File: src/rtl/mbist_op_seq_pkg.sv
// Shared MBIST definitions for the march-element op sequencer: sizing,
// stimulus field layout and sequencer state encoding.
package mbist_op_seq_pkg;

    localparam int OP_MAX_DEF = 8;

    // Per-op stimulus field: bit 0 invert, bit 1 read, bit 2 write.
    localparam int FIELD_W = 3;
    localparam int INV_OFS = 0;
    localparam int RD_OFS  = 1;
    localparam int WR_OFS  = 2;

    // Element controls sit at the top of the stimulus word, counted down from the MSB.
    localparam int UPDOWN_TOP  = 1;
    localparam int REVERSE_TOP = 2;
    localparam int REPEAT_TOP  = 3;

    function automatic int sti_wd_f(input int op_max);
        return FIELD_W * op_max + 3;
    endfunction

    typedef enum logic [1:0] {
        ST_IDLE = 2'd0,
        ST_RUN  = 2'd1,
        ST_DONE = 2'd2
    } seq_state_e;

endpackage

File: src/rtl/mbist_op_seq_if.sv
// Handshake bundle between the march controller (master) and the op sequencer (slave).
interface mbist_op_seq_if
    import mbist_op_seq_pkg::*;
#(
    parameter int OP_CNT_W = $clog2(OP_MAX_DEF),
    parameter int STI_WD   = sti_wd_f(OP_MAX_DEF)
);
    logic                start;
    logic                abort;
    logic [STI_WD-1:0]   stimulus;
    logic                op_ack;
    logic                op_valid;
    logic                op_read;
    logic                op_write;
    logic                op_invert;
    logic                op_updown;
    logic                op_reverse;
    logic                op_repeatflag;
    logic [OP_CNT_W-1:0] op_idx;
    logic                last_op;
    logic                elem_done;
    logic                busy;

    modport master (
        output start, abort, stimulus, op_ack,
        input  op_valid, op_read, op_write, op_invert, op_updown, op_reverse,
               op_repeatflag, op_idx, last_op, elem_done, busy
    );

    modport slave (
        input  start, abort, stimulus, op_ack,
        output op_valid, op_read, op_write, op_invert, op_updown, op_reverse,
               op_repeatflag, op_idx, last_op, elem_done, busy
    );
endinterface

File: src/rtl/mbist_op_decode.sv
// Selects the current op's read/write/invert bits from the latched stimulus;
// the repeat pass complements the data polarity.
module mbist_op_decode
    import mbist_op_seq_pkg::*;
#(
    parameter int OP_MAX   = OP_MAX_DEF,
    parameter int OP_CNT_W = $clog2(OP_MAX)
) (
    input  logic [FIELD_W*OP_MAX-1:0] sti_q,
    input  logic [OP_CNT_W-1:0]       op_idx,
    input  logic                      pass,
    output logic                      read,
    output logic                      write,
    output logic                      invert
);

    // One-hot style mux over the op fields.
    always_comb begin
        read   = 1'b0;
        write  = 1'b0;
        invert = 1'b0;
        for (int i = 0; i < OP_MAX; i++) begin
            if (op_idx == OP_CNT_W'(i)) begin
                read   = sti_q[FIELD_W*i + RD_OFS];
                write  = sti_q[FIELD_W*i + WR_OFS];
                invert = sti_q[FIELD_W*i + INV_OFS] ^ pass;
            end else begin
            end
        end
    end

endmodule

File: src/rtl/mbist_op_seq.sv
// March-element op sequencer: steps through the configured number of ops,
// optionally repeating once with inverted data, and holds each op until acked.
module mbist_op_seq
    import mbist_op_seq_pkg::*;
#(
    parameter int OP_MAX   = OP_MAX_DEF,
    parameter int OP_CNT_W = $clog2(OP_MAX),
    parameter int STI_WD   = sti_wd_f(OP_MAX)
) (
    input  logic            clk,
    input  logic            rst_n,
    input  logic            scan_shift,
    input  logic            sdi,
    output logic            sdo,
    mbist_op_seq_if.slave   bus
);

    localparam logic [OP_CNT_W-1:0] LAST_MAX = OP_CNT_W'(OP_MAX - 1);

    seq_state_e          state_r, state_s;
    logic [OP_CNT_W-1:0] op_idx_r, op_idx_s;
    logic                pass_r, pass_s;
    logic [STI_WD-1:0]   sti_r, sti_s;
    logic [OP_CNT_W-1:0] op_num_m1_r, op_num_m1_s;
    logic [OP_CNT_W-1:0] shifted_s;
    logic [OP_CNT_W-1:0] last_idx_s;
    logic                repeat_s;
    logic                dec_read_s, dec_write_s, dec_invert_s;
    logic                op_valid_s;

    generate
        if (OP_CNT_W > 1) begin : g_shift_wide
            assign shifted_s = {sdi, op_num_m1_r[OP_CNT_W-1:1]};
        end else begin : g_shift_one
            assign shifted_s = sdi;
        end
    endgenerate

    assign repeat_s = sti_r[STI_WD-REPEAT_TOP];

    // Clamp the scanned count so an oversized config still indexes a real op.
    always_comb begin
        if (op_num_m1_r > LAST_MAX) begin
            last_idx_s = LAST_MAX;
        end else begin
            last_idx_s = op_num_m1_r;
        end
    end

    // Scan chain only moves while idle so a running element keeps its count.
    always_comb begin
        if (scan_shift && (state_r == ST_IDLE)) begin
            op_num_m1_s = shifted_s;
        end else begin
            op_num_m1_s = op_num_m1_r;
        end
    end

    // Next-state logic; abort overrides every other input.
    always_comb begin
        state_s  = state_r;
        op_idx_s = op_idx_r;
        pass_s   = pass_r;
        sti_s    = sti_r;
        if (bus.abort) begin
            state_s  = ST_IDLE;
            op_idx_s = '0;
            pass_s   = 1'b0;
        end else begin
            case (state_r)
                ST_IDLE: begin
                    if (bus.start && !scan_shift) begin
                        state_s  = ST_RUN;
                        sti_s    = bus.stimulus;
                        op_idx_s = '0;
                        pass_s   = 1'b0;
                    end else begin
                        state_s = ST_IDLE;
                    end
                end
                ST_RUN: begin
                    if (bus.op_ack) begin
                        if (op_idx_r != last_idx_s) begin
                            op_idx_s = op_idx_r + OP_CNT_W'(1);
                        end else if (repeat_s && !pass_r) begin
                            pass_s   = 1'b1;
                            op_idx_s = '0;
                        end else begin
                            state_s = ST_DONE;
                        end
                    end else begin
                        state_s = ST_RUN;
                    end
                end
                ST_DONE: begin
                    state_s  = ST_IDLE;
                    op_idx_s = '0;
                    pass_s   = 1'b0;
                end
                default: begin
                    state_s  = ST_IDLE;
                    op_idx_s = '0;
                    pass_s   = 1'b0;
                end
            endcase
        end
    end

    // State, counters, latched stimulus and scan register.
    always_ff @(posedge clk or negedge rst_n) begin
        if (!rst_n) begin
            state_r     <= ST_IDLE;
            op_idx_r    <= '0;
            pass_r      <= 1'b0;
            sti_r       <= '0;
            op_num_m1_r <= LAST_MAX;
        end else begin
            state_r     <= state_s;
            op_idx_r    <= op_idx_s;
            pass_r      <= pass_s;
            sti_r       <= sti_s;
            op_num_m1_r <= op_num_m1_s;
        end
    end

    mbist_op_decode #(
        .OP_MAX   (OP_MAX),
        .OP_CNT_W (OP_CNT_W)
    ) u_decode (
        .sti_q  (sti_r[FIELD_W*OP_MAX-1:0]),
        .op_idx (op_idx_r),
        .pass   (pass_r),
        .read   (dec_read_s),
        .write  (dec_write_s),
        .invert (dec_invert_s)
    );

    assign op_valid_s        = (state_r == ST_RUN);
    assign bus.op_valid      = op_valid_s;
    assign bus.busy          = (state_r != ST_IDLE);
    assign bus.elem_done     = (state_r == ST_DONE);
    assign bus.op_idx        = op_idx_r;
    assign bus.op_read       = op_valid_s & dec_read_s;
    assign bus.op_write      = op_valid_s & dec_write_s;
    assign bus.op_invert     = op_valid_s & dec_invert_s;
    assign bus.op_updown     = sti_r[STI_WD-UPDOWN_TOP];
    assign bus.op_reverse    = sti_r[STI_WD-REVERSE_TOP];
    assign bus.op_repeatflag = repeat_s;
    assign bus.last_op       = op_valid_s & (op_idx_r == last_idx_s) & (~repeat_s | pass_r);
    assign sdo               = op_num_m1_r[0];

endmodule

File: src/flat_wrapper.sv
// flat-port wrapper written by rule: the top's interface ports become plain ports
module mbist_op_seq_flat import mbist_op_seq_pkg::*;
#(
    parameter int OP_MAX   = OP_MAX_DEF,
    parameter int OP_CNT_W = $clog2(OP_MAX),
    parameter int STI_WD   = sti_wd_f(OP_MAX)
)
  (clk, rst_n, scan_shift, sdi, sdo, bus_start, bus_abort, bus_stimulus, bus_op_ack, bus_op_valid, bus_op_read, bus_op_write, bus_op_invert, bus_op_updown, bus_op_reverse, bus_op_repeatflag, bus_op_idx, bus_last_op, bus_elem_done, bus_busy);
  mbist_op_seq_if #(.OP_CNT_W(OP_CNT_W), .STI_WD(STI_WD)) bus_i ();
  input  logic clk;
  input  logic rst_n;
  input  logic scan_shift;
  input  logic sdi;
  output logic sdo;
  input wire logic [$bits(bus_i.start)-1:0] bus_start;
  input wire logic [$bits(bus_i.abort)-1:0] bus_abort;
  input wire logic [$bits(bus_i.stimulus)-1:0] bus_stimulus;
  input wire logic [$bits(bus_i.op_ack)-1:0] bus_op_ack;
  output wire logic [$bits(bus_i.op_valid)-1:0] bus_op_valid;
  output wire logic [$bits(bus_i.op_read)-1:0] bus_op_read;
  output wire logic [$bits(bus_i.op_write)-1:0] bus_op_write;
  output wire logic [$bits(bus_i.op_invert)-1:0] bus_op_invert;
  output wire logic [$bits(bus_i.op_updown)-1:0] bus_op_updown;
  output wire logic [$bits(bus_i.op_reverse)-1:0] bus_op_reverse;
  output wire logic [$bits(bus_i.op_repeatflag)-1:0] bus_op_repeatflag;
  output wire logic [$bits(bus_i.op_idx)-1:0] bus_op_idx;
  output wire logic [$bits(bus_i.last_op)-1:0] bus_last_op;
  output wire logic [$bits(bus_i.elem_done)-1:0] bus_elem_done;
  output wire logic [$bits(bus_i.busy)-1:0] bus_busy;
  assign bus_i.start = bus_start;
  assign bus_i.abort = bus_abort;
  assign bus_i.stimulus = bus_stimulus;
  assign bus_i.op_ack = bus_op_ack;
  assign bus_op_valid = bus_i.op_valid;
  assign bus_op_read = bus_i.op_read;
  assign bus_op_write = bus_i.op_write;
  assign bus_op_invert = bus_i.op_invert;
  assign bus_op_updown = bus_i.op_updown;
  assign bus_op_reverse = bus_i.op_reverse;
  assign bus_op_repeatflag = bus_i.op_repeatflag;
  assign bus_op_idx = bus_i.op_idx;
  assign bus_last_op = bus_i.last_op;
  assign bus_elem_done = bus_i.elem_done;
  assign bus_busy = bus_i.busy;
  mbist_op_seq #(.OP_MAX(OP_MAX), .OP_CNT_W(OP_CNT_W), .STI_WD(STI_WD)) u_core (.clk(clk), .rst_n(rst_n), .scan_shift(scan_shift), .sdi(sdi), .sdo(sdo), .bus(bus_i));
endmodule
File: config.mk
export PLATFORM = sky130hd
export DESIGN_NAME = mbist_op_seq_flat
export DESIGN_NICKNAME = d
export VERILOG_FILES = /design/src/rtl/mbist_op_seq_pkg.sv /design/src/rtl/mbist_op_seq_if.sv /design/src/rtl/mbist_op_decode.sv /design/src/rtl/mbist_op_seq.sv /design/src/flat_wrapper.sv
export SDC_FILE = /design/constraint.sdc
export NUM_CORES = 1
export LEC_CHECK = 0
export CAP_MARGIN = 20
export CORE_AREA = 8 8 70 72
export DETAILED_ROUTE_END_ITERATION = 8
export DIE_AREA = 0 0 78 80
export GPL_TIMING_DRIVEN = 0
export HOLD_SLACK_MARGIN = 0.08
export PLACE_DENSITY = 0.84
export SYNTH_ARGS = -nofsm -noshare
export SYNTH_HDL_FRONTEND = slang
export SYNTH_SLANG_ARGS = --single-unit
File: constraint.sdc
create_clock -name clk -period 3 [get_ports clk]
set_clock_uncertainty 0.1 [all_clocks]
set_input_delay 0.45 -clock clk [delete_from_list [all_inputs] [get_ports clk]]
set_output_delay 0.45 -clock clk [all_outputs]
set_load 0.05 [all_outputs]
**Yosys cells after proc, flatten, opt, wreduce, memory -nomap -nowiden**

Index checks and enable logic that the tools add are counted.

- Input bits: 34
- Output and inout port bits: 14
- Word-level logic and storage cells: 96
- Register bits: 36

- Add/sub/neg operators: 1
- Bitwise logic cells: 16
- Reduce and logical (&&, ||, !) cells: 12
- Eq/ne operators: 18
- Order comparisons: 1
- Mux-type cells: 43

Operators by type and width:

| kind | number |
|---|---|
| $mux W1 | 30 |
| $mux W3 | 6 |
| $eq A3 B3 Y1 const B | 4 |
| $ne A3 B3 Y1 const B | 4 |
| $ne A4 B4 Y1 const B | 3 |
| $mux W2 | 4 |
| $xor A1 B1 Y1 | 8 |
| $eq A3 B2 Y1 const B | 2 |
| $pmux W3 S2 | 1 |
| $reduce_and A3 Y1 | 2 |
| $and A1 B1 Y1 | 5 |
| $pmux W2 S2 | 1 |
| $reduce_and A4 Y1 | 1 |
| $add A3 B1 Y3 const B | 1 |
| $eq A3 B1 Y1 const B | 1 |
| $eq A3 B3 Y1 | 1 |
| $gt A3 B3 Y1 const B | 1 |
| $logic_and A1 B1 Y1 | 3 |
| $logic_not A3 Y1 | 1 |
| $ne A3 B3 Y1 | 1 |
| $eq A2 B1 Y1 const B | 1 |
| $eq A2 B2 Y1 const B | 1 |
| $logic_not A1 Y1 | 2 |
| $logic_not A2 Y1 | 1 |
| 5 further kinds | 6 |

**Logic depth before layout (Yosys ltp)**

Gate-level depths: netlist (run 1).

- Word-level depth: 10
- Mapped depth: 7
- Gate-level depth less buffers: 6

**Hierarchy**

From an unflattened synthesis (run 1), not the netlist that was laid out.

- Cells, all modules: 137
- Area total of the unflattened synthesis: 1920.6 um^2

Modules (own cells, without submodules):

| module | cells each | times used | area an instance (um^2) |
|---|---|---|---|
| mbist_op_seq | 112 | 1 | 1636.6 |
| mbist_op_decode | 25 | 1 | 284.0 |

**Least setup slack after synthesis (run 1)**

OpenSTA, ideal clock, no wires.

- Path type: reg2out
- From: reg u_core.op_idx_r[1] (netlist: u_core.bus.op_idx[1])
- To: out bus_op_read
- Stages on the path, launching flop included: 8
- Data arrival time: 2885 ps
- Path slack: -435 ps
- Cell sequence: dfrtp_1 -> inv_1 -> ha_1 -> buf_2 -> nor2b_1 -> o31ai_1 -> o221ai_1 -> a221oi_1

- Longest elaborated chain between the ends: 10
- Elaborated cells on any way between the ends: 17
- Those cells by class: eq/ne: 7; mux: 8; bitwise: 1; reduce/logical: 1

RTL lines:

| what | line | source |
|---|---|---|
| from (decl) | mbist_op_seq.sv:21 | `logic [OP_CNT_W-1:0] op_idx_r, op_idx_s;` |
| from (signal assigned) | mbist_op_seq.sv:119 | `op_idx_r <= op_idx_s;` |
| $logic_not A3 Y1 | mbist_op_decode.sv:23 | `if (op_idx == OP_CNT_W'(i)) begin` |
| $mux W1 (7 in series) | mbist_op_decode.sv:23 |  |
| $mux W1 (*) | mbist_op_decode.sv:23 |  |
| $and A1 B1 Y1 (*) | mbist_op_seq.sv:143 | `assign bus.op_read = op_valid_s & dec_read_s;` |
| to (decl) | flat_wrapper.sv:20 | `output wire logic [$bits(bus_i.op_read)-1:0] bus_op_read;` |

Mark *: on every way between the ends. The rest lies on a longest branch, timed or not.

**Worst setup path after layout (run 1)**

- From: reg u_core.op_idx_r[2] (netlist: u_core.bus.op_idx[2])
- To: out bus_op_invert

- Longest elaborated chain between the ends: 10
- Elaborated cells on any way between the ends: 17
- Those cells by class: eq/ne: 7; mux: 8; bitwise: 1; reduce/logical: 1

RTL lines:

| what | line | source |
|---|---|---|
| $logic_not A3 Y1 | mbist_op_decode.sv:23 |  |
| $mux W1 (7 in series) | mbist_op_decode.sv:23 |  |
| $mux W1 (*) | mbist_op_decode.sv:23 |  |
| $and A1 B1 Y1 (*) | mbist_op_seq.sv:145 | `assign bus.op_invert = op_valid_s & dec_invert_s;` |
| to (decl) | flat_wrapper.sv:22 | `output wire logic [$bits(bus_i.op_invert)-1:0] bus_op_invert;` |

Marked as above.

==> metrics.md, run 1 <==
| Metric | Value |
|---|---|
| Number of port buffers | 47 |
| CP Class | reg2out |
| Final hold violation count | 0 |
| Portion of the post-synthesis area used by sequential elements | 0.459 |
| Number of buffers created by CTS | 5 |
| Number of cells upsized or downsized after cts | 13 |
| Hold-fix buffers at CTS | 0 |
| X dimension of the die | 78 um |
| Number of instances in the synthesized netlist | 164 |
| Core box area | 3860 um^2 |
| Slew Limit Headroom | 0.489 |
| Average routed wire per standard cell | 16.6 um |
| Via Count | 1452 |
| Number of buffer and inverter stages on the critical path | 3 |
| Clock sink count | 36 |
| Slowest library cell on the worst path | sky130_fd_sc_hd__dfrtp_1 |
| Number of buffers inserted by post-CTS setup repair | 0 |
| Post-detailed-route DRC marker count | 0 |
| Launching point of the worst reg2reg path | u_core.state_r[0]$_DFFE_PN0P_ |
| Vias in the first global route | 1513 |
| Die Y | 80 um |
| Syn Area/Cell | 12.0 um^2 |
| Gpl congestion | 0.811 |
| Pre-CTS WS | -0.131 ns |
| Critical path arrival | 2.37 ns |
| Final max-slew violation count | 0 |
| Final WS setup | 0.0784 ns |
| Cell family with the largest share of critical-path delay | buffers and inverters |
| Share of layout cells above drive strength 1 | 0.294 |
| Largest fanout on the critical path | 7 |
| Fill cells | 318 |
| Post-Syn Nets | 204 |
| Max cap viols | 0 |
| Synth unique cells | 42 |
| Clock slew seen by the registers of the worst setup and hold paths | 0.07 ns |
| Tmin final | 2.92 ns |
| Grt total ovfl | 0 |
| Startpoint class of the critical path | flip-flop |
| Yosys warning count | 0 |
| Number of I/O pins | 48 |
| Cell Rows | 23 |
| Slew of the pin with the lowest slew margin | 0.767 ns |
| Result of the run | completed |
| Longest individual stage delay on the worst path | 0.41 ns |
| Highest achievable clock rate | 0.342 GHz |
| Power per cell area | 545 nW/um^2 |
| GRT Total Usage | 0.147 |
| Total wire length after detailed routing | 4.45 mm |
| Launch point of the critical path | u_core.bus.op_idx[2]$_DFFE_PN0P_ |
| Flop and latch count out of synthesis | 36 |
| Worst VDD drop | 0.342 mV |
| DIE AREA | 6240 um^2 |
| Number of optimization iterations in the first detailed-route pass | 4 |
| Signed area change from the synthesized netlist to the final layout | 31.8% |
| Final hold slack | 0.127 ns |
| Maximum number of buffers from clock root to sink | 2 |
| Vias/cell | 5.42 |
| Total number of H-tree levels | 2 |
| Required time of the worst setup path | 2.45 ns |
| Clk Tree Root Cell | sky130_fd_sc_hd__clkbuf_8 |
| Post-detail-place hpwl | 3.35 mm |
| Final setup violation count | 0 |
| Count of nets after finishing | 258 |
| Path type of the worst min-delay path | in2async |
| Starting Density | 0.511 |
| Final cycle utilization of the critical path | 0.974 |
| Synth Cell Area | 1970 um^2 |
| Maximum number of pins on one net before global-route repair | 37 |
| Global-route wire length before repair | 7.27 mm |
| Violation count after the first detailed-routing iteration | 88 |
| Count of antenna diodes in the layout | 0 |
| Clock latency on the worst-skew pair | 0.29 ns |
| Antenna violations before repair | 0 |
| Crit end category | primary output |
| Chain of cells forming the critical path | buf_4 -> inv_1 -> ha_1 -> nor2_1 -> a32oi_1 -> nand4_1 -> a32o_1 -> clkdlybuf4s18_2 |
| TritonCTS clock tree | built |
| Leak pwr | 1.09 nW |
| Number of nets with antenna violations after routing | 0 |
[flip-flops by register name, indices dropped and copies added, names as in the netlist]
signal              count
u_core.state_r          2
u_core.pass_r           1
u_core.sti_r           27
u_core.op_num_m1_r      3
u_core.bus.op_idx       3
[area by class of cell]
cell class	instances	area (um^2)	area share
inverters	9	33.8	0.0130
flip-flops and latches	36	906	0.349
repair buffers	47	460	0.177
clock buffers	6	72.6	0.0280
well taps	50	62.6	0.0241
clock inverters	1	5.00	0.00193
multi-input cells	110	986	0.380
plain buffers	9	68.8	0.0265
[worst paths after layout]
| kind | slack [ns] | to | cells past startpoint |
|---|---|---|---|
| min reg2reg | 0.40 | u_core.sti_r[20]$_DFFE_PN0P_ | 1 |
| max | 0.08 | bus_op_invert | 8 |
| min in group clk | 0.40 | u_core.sti_r[20]$_DFFE_PN0P_ | 1 |
| min | 0.13 | u_core.sti_r[26]$_DFFE_PN0P_ | 1 |
| max reg2reg | 1.15 | u_core.sti_r[16]$_DFFE_PN0P_ | 4 |
| max in group asynchronous | 2.14 | u_core.bus.op_idx[1]$_DFFE_PN0P_ | 1 |
[routing by layer]
| layer | vias to the layer above | global-route usage | share of wire |
|---|---|---|---|
| met5 | - | 0 | 0 |
| met1 | 704 | 0.173 | 0.43 |
| li1 | 704 | - | - |
| met3 | 9 | 0.0518 | 0.053 |
| met4 | 0 | 0.0611 | 0.022 |
| met2 | 35 | 0.238 | 0.50 |
[cells in the mapped netlist, drive strengths merged]
library cell,n,area [um^2]
a31oi,5,31.3
nor4b,3,41.3
nor2,6,22.5
a22o,2,17.5
a221oi,2,17.5
o21ai,3,15.0
xor2,6,52.6
buf,9,68.8
and4,1,8.76
dfstp,3,78.8
nor2b,3,18.8
o21bai,2,15.0
nand2b,5,31.3
inv,9,33.8
nand4b,1,8.76
a41oi,1,8.76
ha,6,75.1
nor3,2,21.3
a22oi,1,7.51
a32oi,1,8.76
o31ai,2,15.0
dfrtp,33,826
a21oi,2,10.0
a31o,3,26.3
a211oi,2,15.0
nand4,2,12.5
o221ai,2,17.5
a211o,1,8.76
mux2,29,327
and2,1,6.26
nand2,5,18.8
nand3b,2,15.0
and3,1,11.3
a32o,1,10.0
xnor2,5,51.3
a21o,1,7.51
or2,1,8.76
[worst register-to-register path, stage by stage, from the launching register on]
cell	delay (ns)
sky130_fd_sc_hd__dfrtp_1	0.45
sky130_fd_sc_hd__or2_4	0.28
sky130_fd_sc_hd__nor3_4	0.34
sky130_fd_sc_hd__buf_6	0.21
sky130_fd_sc_hd__mux2_2	0.35
[layout by cell type (no fill, tap or decap), types with 5 or more instances in the layout]
| cell type | netlist | routed |
|---|---|---|
| sky130_fd_sc_hd__clkdlybuf4s50_1 | 0 | 43 |
| sky130_fd_sc_hd__dfrtp_1 | 33 | 32 |
| sky130_fd_sc_hd__mux2_2 | 29 | 29 |
| sky130_fd_sc_hd__inv_1 | 9 | 9 |
| sky130_fd_sc_hd__xor2_1 | 6 | 6 |
| sky130_fd_sc_hd__nor2_1 | 6 | 6 |
| sky130_fd_sc_hd__ha_1 | 6 | 6 |
| sky130_fd_sc_hd__nand2b_1 | 5 | 5 |
| sky130_fd_sc_hd__buf_2 | 4 | 5 |
| sky130_fd_sc_hd__nand2_1 | 5 | 5 |
| sky130_fd_sc_hd__a31oi_1 | 5 | 5 |
| sky130_fd_sc_hd__clkbuf_8 | 0 | 5 |
[kinds of logic after synthesis]
kind of cell	after synthesis	synth area share
DFF	36	0.459
and+or+nand+nor	33	0.114
AOI/OAI and AO/OA	31	0.118
muxes	29	0.166
buffers and inverters	18	0.0521
xor gates and xnor gates	11	0.0527
adders and majority gates	6	0.0381
[report_power, final]
group          leakage [nW]  total (W)  internal (W)  switching (W)
registers             0.434   0.000662      0.000595      0.0000669
logic                 0.613   0.000435      0.000220       0.000214
clock network        0.0410   0.000318      0.000158       0.000161
[through the flow]
| stage | std cells | total power [W] | utilization | TNS [ns] | area [um^2] |
|---|---|---|---|---|---|
| floorplan | 164 | 0.000949 | - | 0 | 1980 |
| global placement | 261 | 0.00109 | 0.652 | -0.226 | 2510 |
| detailed placement | 261 | 0.00110 | 0.651 | -0.248 | 2510 |
| CTS | 268 | 0.00142 | 0.669 | 0 | 2580 |
| global route | 268 | 0.00149 | 0.673 | -0.0108 | 2590 |
| finish | 268 | 0.00141 | 0.673 | 0 | 2590 |
Power figures use the tool's default switching activity.
==> run 2, diff against run 1 <==
--- a/config.mk
+++ b/config.mk
@@ -6,12 +6,12 @@
 export NUM_CORES = 1
 export LEC_CHECK = 0
 export CAP_MARGIN = 20
-export CORE_AREA = 8 8 70 72
+export CORE_AREA = 8 8 76 78
 export DETAILED_ROUTE_END_ITERATION = 8
-export DIE_AREA = 0 0 78 80
+export DIE_AREA = 0 0 84 86
 export GPL_TIMING_DRIVEN = 0
 export HOLD_SLACK_MARGIN = 0.08
-export PLACE_DENSITY = 0.84
+export PLACE_DENSITY = 0.74
 export SYNTH_ARGS = -nofsm -noshare
 export SYNTH_HDL_FRONTEND = slang
 export SYNTH_SLANG_ARGS = --single-unit
==> constraint.sdc (replaced) <==
create_clock -name clk -period 2.4 [get_ports clk]
set_clock_uncertainty 0.1 [all_clocks]
set_input_delay 0.36 -clock clk [delete_from_list [all_inputs] [get_ports clk]]
set_output_delay 0.36 -clock clk [all_outputs]
set_load 0.05 [all_outputs]
==> run 2 against run 1 <==
The run now ends with negative setup slack left. Sequential power grew 26%. Worst setup slack worse by 0.22 ns. Largest power group unchanged. Hold slack worse by 0.080 ns. Sequential cell count is the same.
==> metrics.md, run 2 (synthesis results as in run 1) <==
| Metric | Value |
|---|---|
| Result of the run | complete, but fails checks |
| Violated checks | negative setup slack |
| Total number of H-tree levels | 2 |
| Cell count after placement | 265 |
| Tmin final | 2.54 ns |
| Slew of the pin with the lowest slew margin | 0.797 ns |
| Vias/cell | 5.32 |
| Utilization after layout | 0.642 |
| TritonCTS clock tree | built |
| Area taken by flip-flops and latches | 907 um^2 |
| CP Class | reg2out |
| Internal power summed over all cells | 0.00129 W |
| Final WS setup | -0.141 ns |
| Grt total ovfl | 0 |
| Path type of the worst min-delay path | in2async |
| Maximum number of pins on one net before global-route repair | 37 |
| Startpoint class of the critical path | flip-flop |
| Number of nets with antenna violations after routing | 0 |
| Maximum number of buffers from clock root to sink | 2 |
| X dimension of the die | 84 um |
| Register share of total power | 0.444 |
| Count of nets after finishing | 274 |
| Combinational Power Share | 0.322 |
| Total wire length after detailed routing | 5.00 mm |
| Vias in the first global route | 1683 |
| Net switching power of the design | 0.000588 W |
| Launch point of the critical path | u_core.bus.op_idx[1]$_DFFE_PN0P_ |
| Core box area | 4600 um^2 |
| Number of I/O pins | 48 |
| Final hold violation count | 0 |
| Launching point of the worst reg2reg path | u_core.bus.op_idx[0]$_DFFE_PN0P_ |
| Share of layout cells above drive strength 1 | 0.447 |
| Largest fanout on the critical path | 8 |
| Gpl congestion | 0.770 |
| Global-route wire length before repair | 8.05 mm |
| Slew Limit Headroom | 0.468 |
| Clock slew seen by the registers of the worst setup and hold paths | 0.07 ns |
| Number of buffers created by CTS | 5 |
| Signed area change from the synthesized netlist to the final layout | 49.9% |
| Total length of routed met2 wires | 2.51 mm |
| Via Count | 1538 |
| Worst VDD drop | 0.448 mV |
| Commonest non-fill, non-tap cells in the layout | sky130_fd_sc_hd__clkdlybuf4s50_1, sky130_fd_sc_hd__dfrtp_1, sky130_fd_sc_hd__mux2_2 |
| Final cycle utilization of the critical path | 1.06 |
| Power per cell area | 636 nW/um^2 |
| Cell Rows | 25 |
| Most common cell after layout, fill and taps aside | sky130_fd_sc_hd__clkdlybuf4s50_1 |
| Antenna violations before repair | 0 |
| Crit end category | primary output |
| Count of antenna diodes in the layout | 0 |
| Max cap viols | 0 |
| Number of optimization iterations in the first detailed-route pass | 4 |
| Required time of the worst setup path | 1.94 ns |
| Clk Tree Root Cell | sky130_fd_sc_hd__clkbuf_8 |
| Tot Pwr | 0.00188 W |
| Clock latency on the worst-skew pair | 0.28 ns |
| Total area of multi-input combinational cells | 1170 um^2 |
| Final setup violation count | 3 |
| Highest achievable clock rate | 0.394 GHz |
| Post-detailed-route DRC marker count | 0 |
| Final max-slew violation count | 0 |
| Violation count after the first detailed-routing iteration | 112 |
| GRT Total Usage | 0.136 |
| Met1 WL | 2.19 mm |
| Leak pwr | 1.21 nW |
| DIE AREA | 7220 um^2 |
| RSZ-0062 raised after global routing | true |
| Starting Density | 0.428 |
| Most flop-heavy register | u_core.sti_r |
| Final hold slack | 0.0470 ns |
| Number of port buffers | 47 |
| Sum of met3 wire segment lengths after detailed routing | 171 um |
| Clock sink count | 36 |
| Fraction of power consumed by the clock network | 0.235 |
| Critical path arrival | 2.08 ns |
| Die Y | 86 um |
| Max reg flops | 27 |
| Net Sw Frac | 0.314 |
| Highest metal used | met4 |
| Post-detail-place hpwl | 3.36 mm |
| Final non-filler cell total | 289 |
| Sum of negative setup slack | -0.331 ns |
| Average routed wire per standard cell | 17.3 um |
| Fill cells | 357 |
[run 2: cell count changes in the layout (fill, tap and decap cells not counted), sizes merged]
cell,change
clkbuf,+3
buf,+17
clkdlybuf4s50,-2
dlygate4sd2,+1
clkinv,-1
clkdlybuf4s18,-1
[run 2: path summary, 6_finish.rpt]
kind                                               endpoint  slack [ns]  depth (start not counted)
min in group clk               u_core.sti_r[19]$_DFFE_PN0P_        0.41                          1
hold / removal                u_core.state_r[0]$_DFFE_PN0P_        0.05                          1
max in group asynchronous  u_core.bus.op_idx[0]$_DFFE_PN0P_        1.58                          1
setup reg to reg           u_core.bus.op_idx[0]$_DFFE_PN0P_        0.55                          6
setup / recovery                               bus_op_write       -0.14                          8
hold reg to reg                u_core.sti_r[19]$_DFFE_PN0P_        0.41                          1
[run 2: cell type report]
class | count | share of cell area
plain buffers | 8 | 0.0258
clock buffers | 8 | 0.0305
inverters | 9 | 0.0131
multi-input cells | 110 | 0.395
flip-flops and latches | 36 | 0.307
well taps | 54 | 0.0229
repair buffers | 64 | 0.205
[run 2: critical path: stages (launching register included)]
cell	delay, ns
sky130_fd_sc_hd__dfrtp_2	0.45
sky130_fd_sc_hd__inv_4	0.09
sky130_fd_sc_hd__ha_4	0.13
sky130_fd_sc_hd__buf_6	0.12
sky130_fd_sc_hd__nand2_1	0.09
sky130_fd_sc_hd__a211oi_2	0.27
sky130_fd_sc_hd__o221ai_2	0.16
sky130_fd_sc_hd__a221oi_4	0.29
sky130_fd_sc_hd__buf_6	0.20
[run 2: per-layer routing]
metal  vias up  global-route usage
met2        38               0.225
met3        11              0.0284
li1        735                   -
met4         0              0.0754
met1       754               0.162
met5         -                   0
[run 2: power by group through the flow]
stage | logic, W | clock network, W | registers, W
2_1_floorplan | 0.000312 | 0 | 0.000886
3_3_place_gp | 0.000542 | 0 | 0.000836
3_5_place_dp | 0.000551 | 0 | 0.000841
4_1_cts | 0.000588 | 0.000455 | 0.000831
5_1_grt | 0.000646 | 0.000487 | 0.000852
6_report | 0.000603 | 0.000441 | 0.000833
[run 2: through the flow]
step           setup slack [ns]  instance area (um^2)
2_1_floorplan           -0.0709                  2020
3_3_place_gp             -0.649                  2550
3_5_place_dp             -0.717                  2550
4_1_cts                  -0.104                  2850
5_1_grt                  -0.222                  2950
6_report                 -0.141                  2950
[run 2: repair_timing]
item                                    in CTS  in global routing
hold buffers                                 0                  0
endpoints found under the setup margin       5                  4
gates resized for setup                     50                 15
pin swaps                                   11                 12
setup buffers                               10                  7
==> run 3, diff against run 2 <==
--- a/config.mk
+++ b/config.mk
@@ -5,13 +5,16 @@
 export SDC_FILE = /design/constraint.sdc
 export NUM_CORES = 1
 export LEC_CHECK = 0
+export ABC_CLOCK_PERIOD_IN_PS = 2400
 export CAP_MARGIN = 20
 export CORE_AREA = 8 8 76 78
+export CTS_CLUSTER_SIZE = 14
 export DETAILED_ROUTE_END_ITERATION = 8
 export DIE_AREA = 0 0 84 86
 export GPL_TIMING_DRIVEN = 0
 export HOLD_SLACK_MARGIN = 0.08
 export PLACE_DENSITY = 0.74
+export REMOVE_ABC_BUFFERS = 1
 export SYNTH_ARGS = -nofsm -noshare
 export SYNTH_HDL_FRONTEND = slang
 export SYNTH_SLANG_ARGS = --single-unit
==> run 3 against run 2 <==
The flow still finishes with violations (negative setup slack). Clock power increased by 2%. Sequential power about the same. Routed wire length is 3.7% lower. Global-route usage is 0.67 points lower. Via count is 2.7% lower. Combinational power fell by 7.5%. Critical endpoint unchanged.
==> metrics.md, run 3 (synthesis results as in run 1) <==
| Metric | Value |
|---|---|
| Result of the run | complete, but fails checks |
| Violated checks | negative setup slack |
| Highest achievable clock rate | 0.394 GHz |
| Number of buffers created by CTS | 5 |
| Startpoint class of the critical path | flip-flop |
| Final cycle utilization of the critical path | 1.06 |
| Final setup violation count | 3 |
| Flop-to-flop setup slack | 0.26 ns |
| Clk Tree Root Cell | sky130_fd_sc_hd__clkbuf_8 |
| Gpl congestion | 0.781 |
| GRT Total Usage | 0.129 |
| Clock latency on the worst-skew pair | 0.29 ns |
| Count of antenna diodes in the layout | 0 |
| Path type of the worst min-delay path | in2async |
| Longest individual stage delay on the worst path | 0.45 ns |
| Cell Rows | 25 |
| Worst reg2reg endpoint | u_core.sti_r[25]$_DFFE_PN0P_ |
| Sum of negative setup slack | -0.285 ns |
| Clock sink count | 36 |
| Core box area | 4600 um^2 |
| Leak pwr | 1.14 nW |
| Grt total ovfl | 0 |
| Most flop-heavy register | u_core.sti_r |
| Chain of cells forming the critical path | buf_4 -> ha_4 -> o31ai_2 -> o221ai_1 -> a221oi_1 -> buf_4 |
| Final hold violation count | 0 |
| Required time of the worst setup path | 1.94 ns |
| Share of layout cells above drive strength 1 | 0.381 |
| Worst R2R Path Depth | 4 |
| Max cap viols | 0 |
| DIE AREA | 7220 um^2 |
| Most common cell after layout, fill and taps aside | sky130_fd_sc_hd__clkdlybuf4s50_1 |
| X dimension of the die | 84 um |
| Maximum number of buffers from clock root to sink | 2 |
| Power per cell area | 665 nW/um^2 |
| Final WS setup | -0.140 ns |
| RSZ-0062 raised after global routing | true |
| Number of port buffers | 47 |
| Final max-slew violation count | 0 |
| Tmin final | 2.54 ns |
| Starting Density | 0.428 |
| Average routed wire per standard cell | 17.4 um |
| Slowest library cell on the worst path | sky130_fd_sc_hd__dfrtp_2 |
| Commonest non-fill, non-tap cells in the layout | sky130_fd_sc_hd__clkdlybuf4s50_1, sky130_fd_sc_hd__dfrtp_1, sky130_fd_sc_hd__mux2_2 |
| Vias in the first global route | 1563 |
| Pre-CTS WS | -0.738 ns |
| Slew Limit Headroom | 0.470 |
| Clock slew seen by the registers of the worst setup and hold paths | 0.07 ns |
| Count of nets after finishing | 262 |
| Signed area change from the synthesized netlist to the final layout | 40.3% |
| Via Count | 1497 |
| Crit end category | primary output |
| Violation count after the first detailed-routing iteration | 75 |
| Launching point of the worst reg2reg path | u_core.state_r[0]$_DFFE_PN0P_ |
| Antenna violations before repair | 0 |
| Global-route wire length before repair | 7.61 mm |
| Largest fanout on the critical path | 8 |
| Total number of H-tree levels | 2 |
| Vias/cell | 5.40 |
| Fill cells | 382 |
| Slew of the pin with the lowest slew margin | 0.795 ns |
| Number of I/O pins | 48 |
| Cell occurring most often along the worst timing path | sky130_fd_sc_hd__buf_4 |
| TritonCTS clock tree | built |
| Post-detailed-route DRC marker count | 0 |
| Number of optimization iterations in the first detailed-route pass | 4 |
| Hold-fix buffers at CTS | 0 |
| Max reg flops | 27 |
| Maximum number of pins on one net before global-route repair | 37 |
| Die Y | 86 um |
| CP Class | reg2out |
| Worst VDD drop | 0.321 mV |
| Post-detail-place hpwl | 3.16 mm |
| Number of nets with antenna violations after routing | 0 |
| Total wire length after detailed routing | 4.81 mm |
| Critical path arrival | 2.08 ns |
==> run 3: cell count changes in the layout (fill, tap and decap cells not counted), sizes merged <==
cell | before | now
buf | 29 | 17
clkbuf | 9 | 7
clkinv | 0 | 2
==> run 3: report_power, final <==
| part | switching, W | internal, W | leakage, nW |
|---|---|---|---|
| sequential | 0.0000869 | 0.000743 | 0.431 |
| clock | 0.000221 | 0.000229 | 0.0510 |
| combinational | 0.000268 | 0.000290 | 0.661 |
==> run 3: layout make-up <==
class | count | area [um^2] | share of cell area
inverter | 9 | 36.3 | 0.0131
timing repair buffer | 60 | 588 | 0.213
sequential | 36 | 908 | 0.329
clock inverter | 2 | 10.0 | 0.00362
clock buffer | 6 | 82.6 | 0.0299
tap | 54 | 67.6 | 0.0245
multi-input combinational | 110 | 1070 | 0.387
==> run 3: worst max-delay path, delay by kind of cell, from the launching register on <==
family	cells	cell delay, ns
fa+ha+maj	1	0.20
compound gates	3	0.71
flops	1	0.45
buf+inv	2	0.41
==> run 3: routing by layer <==
layer / routed length (um) / global-route usage / vias up / share of wire
li1: - / - / 705 / -
met1: 2010 / 0.147 / 751 / 0.42
met2: 2530 / 0.222 / 35 / 0.53
met3: 210 / 0.0379 / 6 / 0.044
met4: 60 / 0.0534 / 0 / 0.012
met5: 0 / 0 / - / 0
==> run 3: worst max-delay path by stage <==
stage,cells after the start,from,slack (ns),to
floorplan,6,u_core.bus.op_idx[1]$_DFFE_PN0P_,-0.97,bus_op_read
global placement,7,u_core.bus.op_idx[2]$_DFFE_PN0P_,-0.70,bus_op_invert
detailed placement,7,u_core.bus.op_idx[2]$_DFFE_PN0P_,-0.74,bus_op_invert
CTS,7,u_core.bus.op_idx[0]$_DFFE_PN0P_,-0.10,bus_op_read
global route,6,u_core.bus.op_idx[1]$_DFFE_PN0P_,-0.20,bus_op_write
finish,6,u_core.bus.op_idx[1]$_DFFE_PN0P_,-0.14,bus_op_write
==> run 3: what timing repair did <==
action                                  4_1_cts  5_1_grt
setup buffers                                 9        3
resized for setup                            40       18
pin swaps                                     2        5
hold endpoints to repair                      0        0
endpoints found under the setup margin        6        4
==> run 3: stage by stage <==
| step | cell area, um^2 | hold slack (ns) | std cells | utilization | power [W] |
|---|---|---|---|---|---|
| 2_1_floorplan | 1900 | -0.0356 | 155 | - | 0.00118 |
| 3_3_place_gp | 2440 | 0.391 | 256 | 0.530 | 0.00135 |
| 3_5_place_dp | 2460 | 0.395 | 257 | 0.535 | 0.00137 |
| 4_1_cts | 2670 | 0.0852 | 274 | 0.580 | 0.00183 |
| 5_1_grt | 2760 | 0.124 | 277 | 0.601 | 0.00194 |
| 6_report | 2760 | 0.0418 | 277 | 0.601 | 0.00184 |
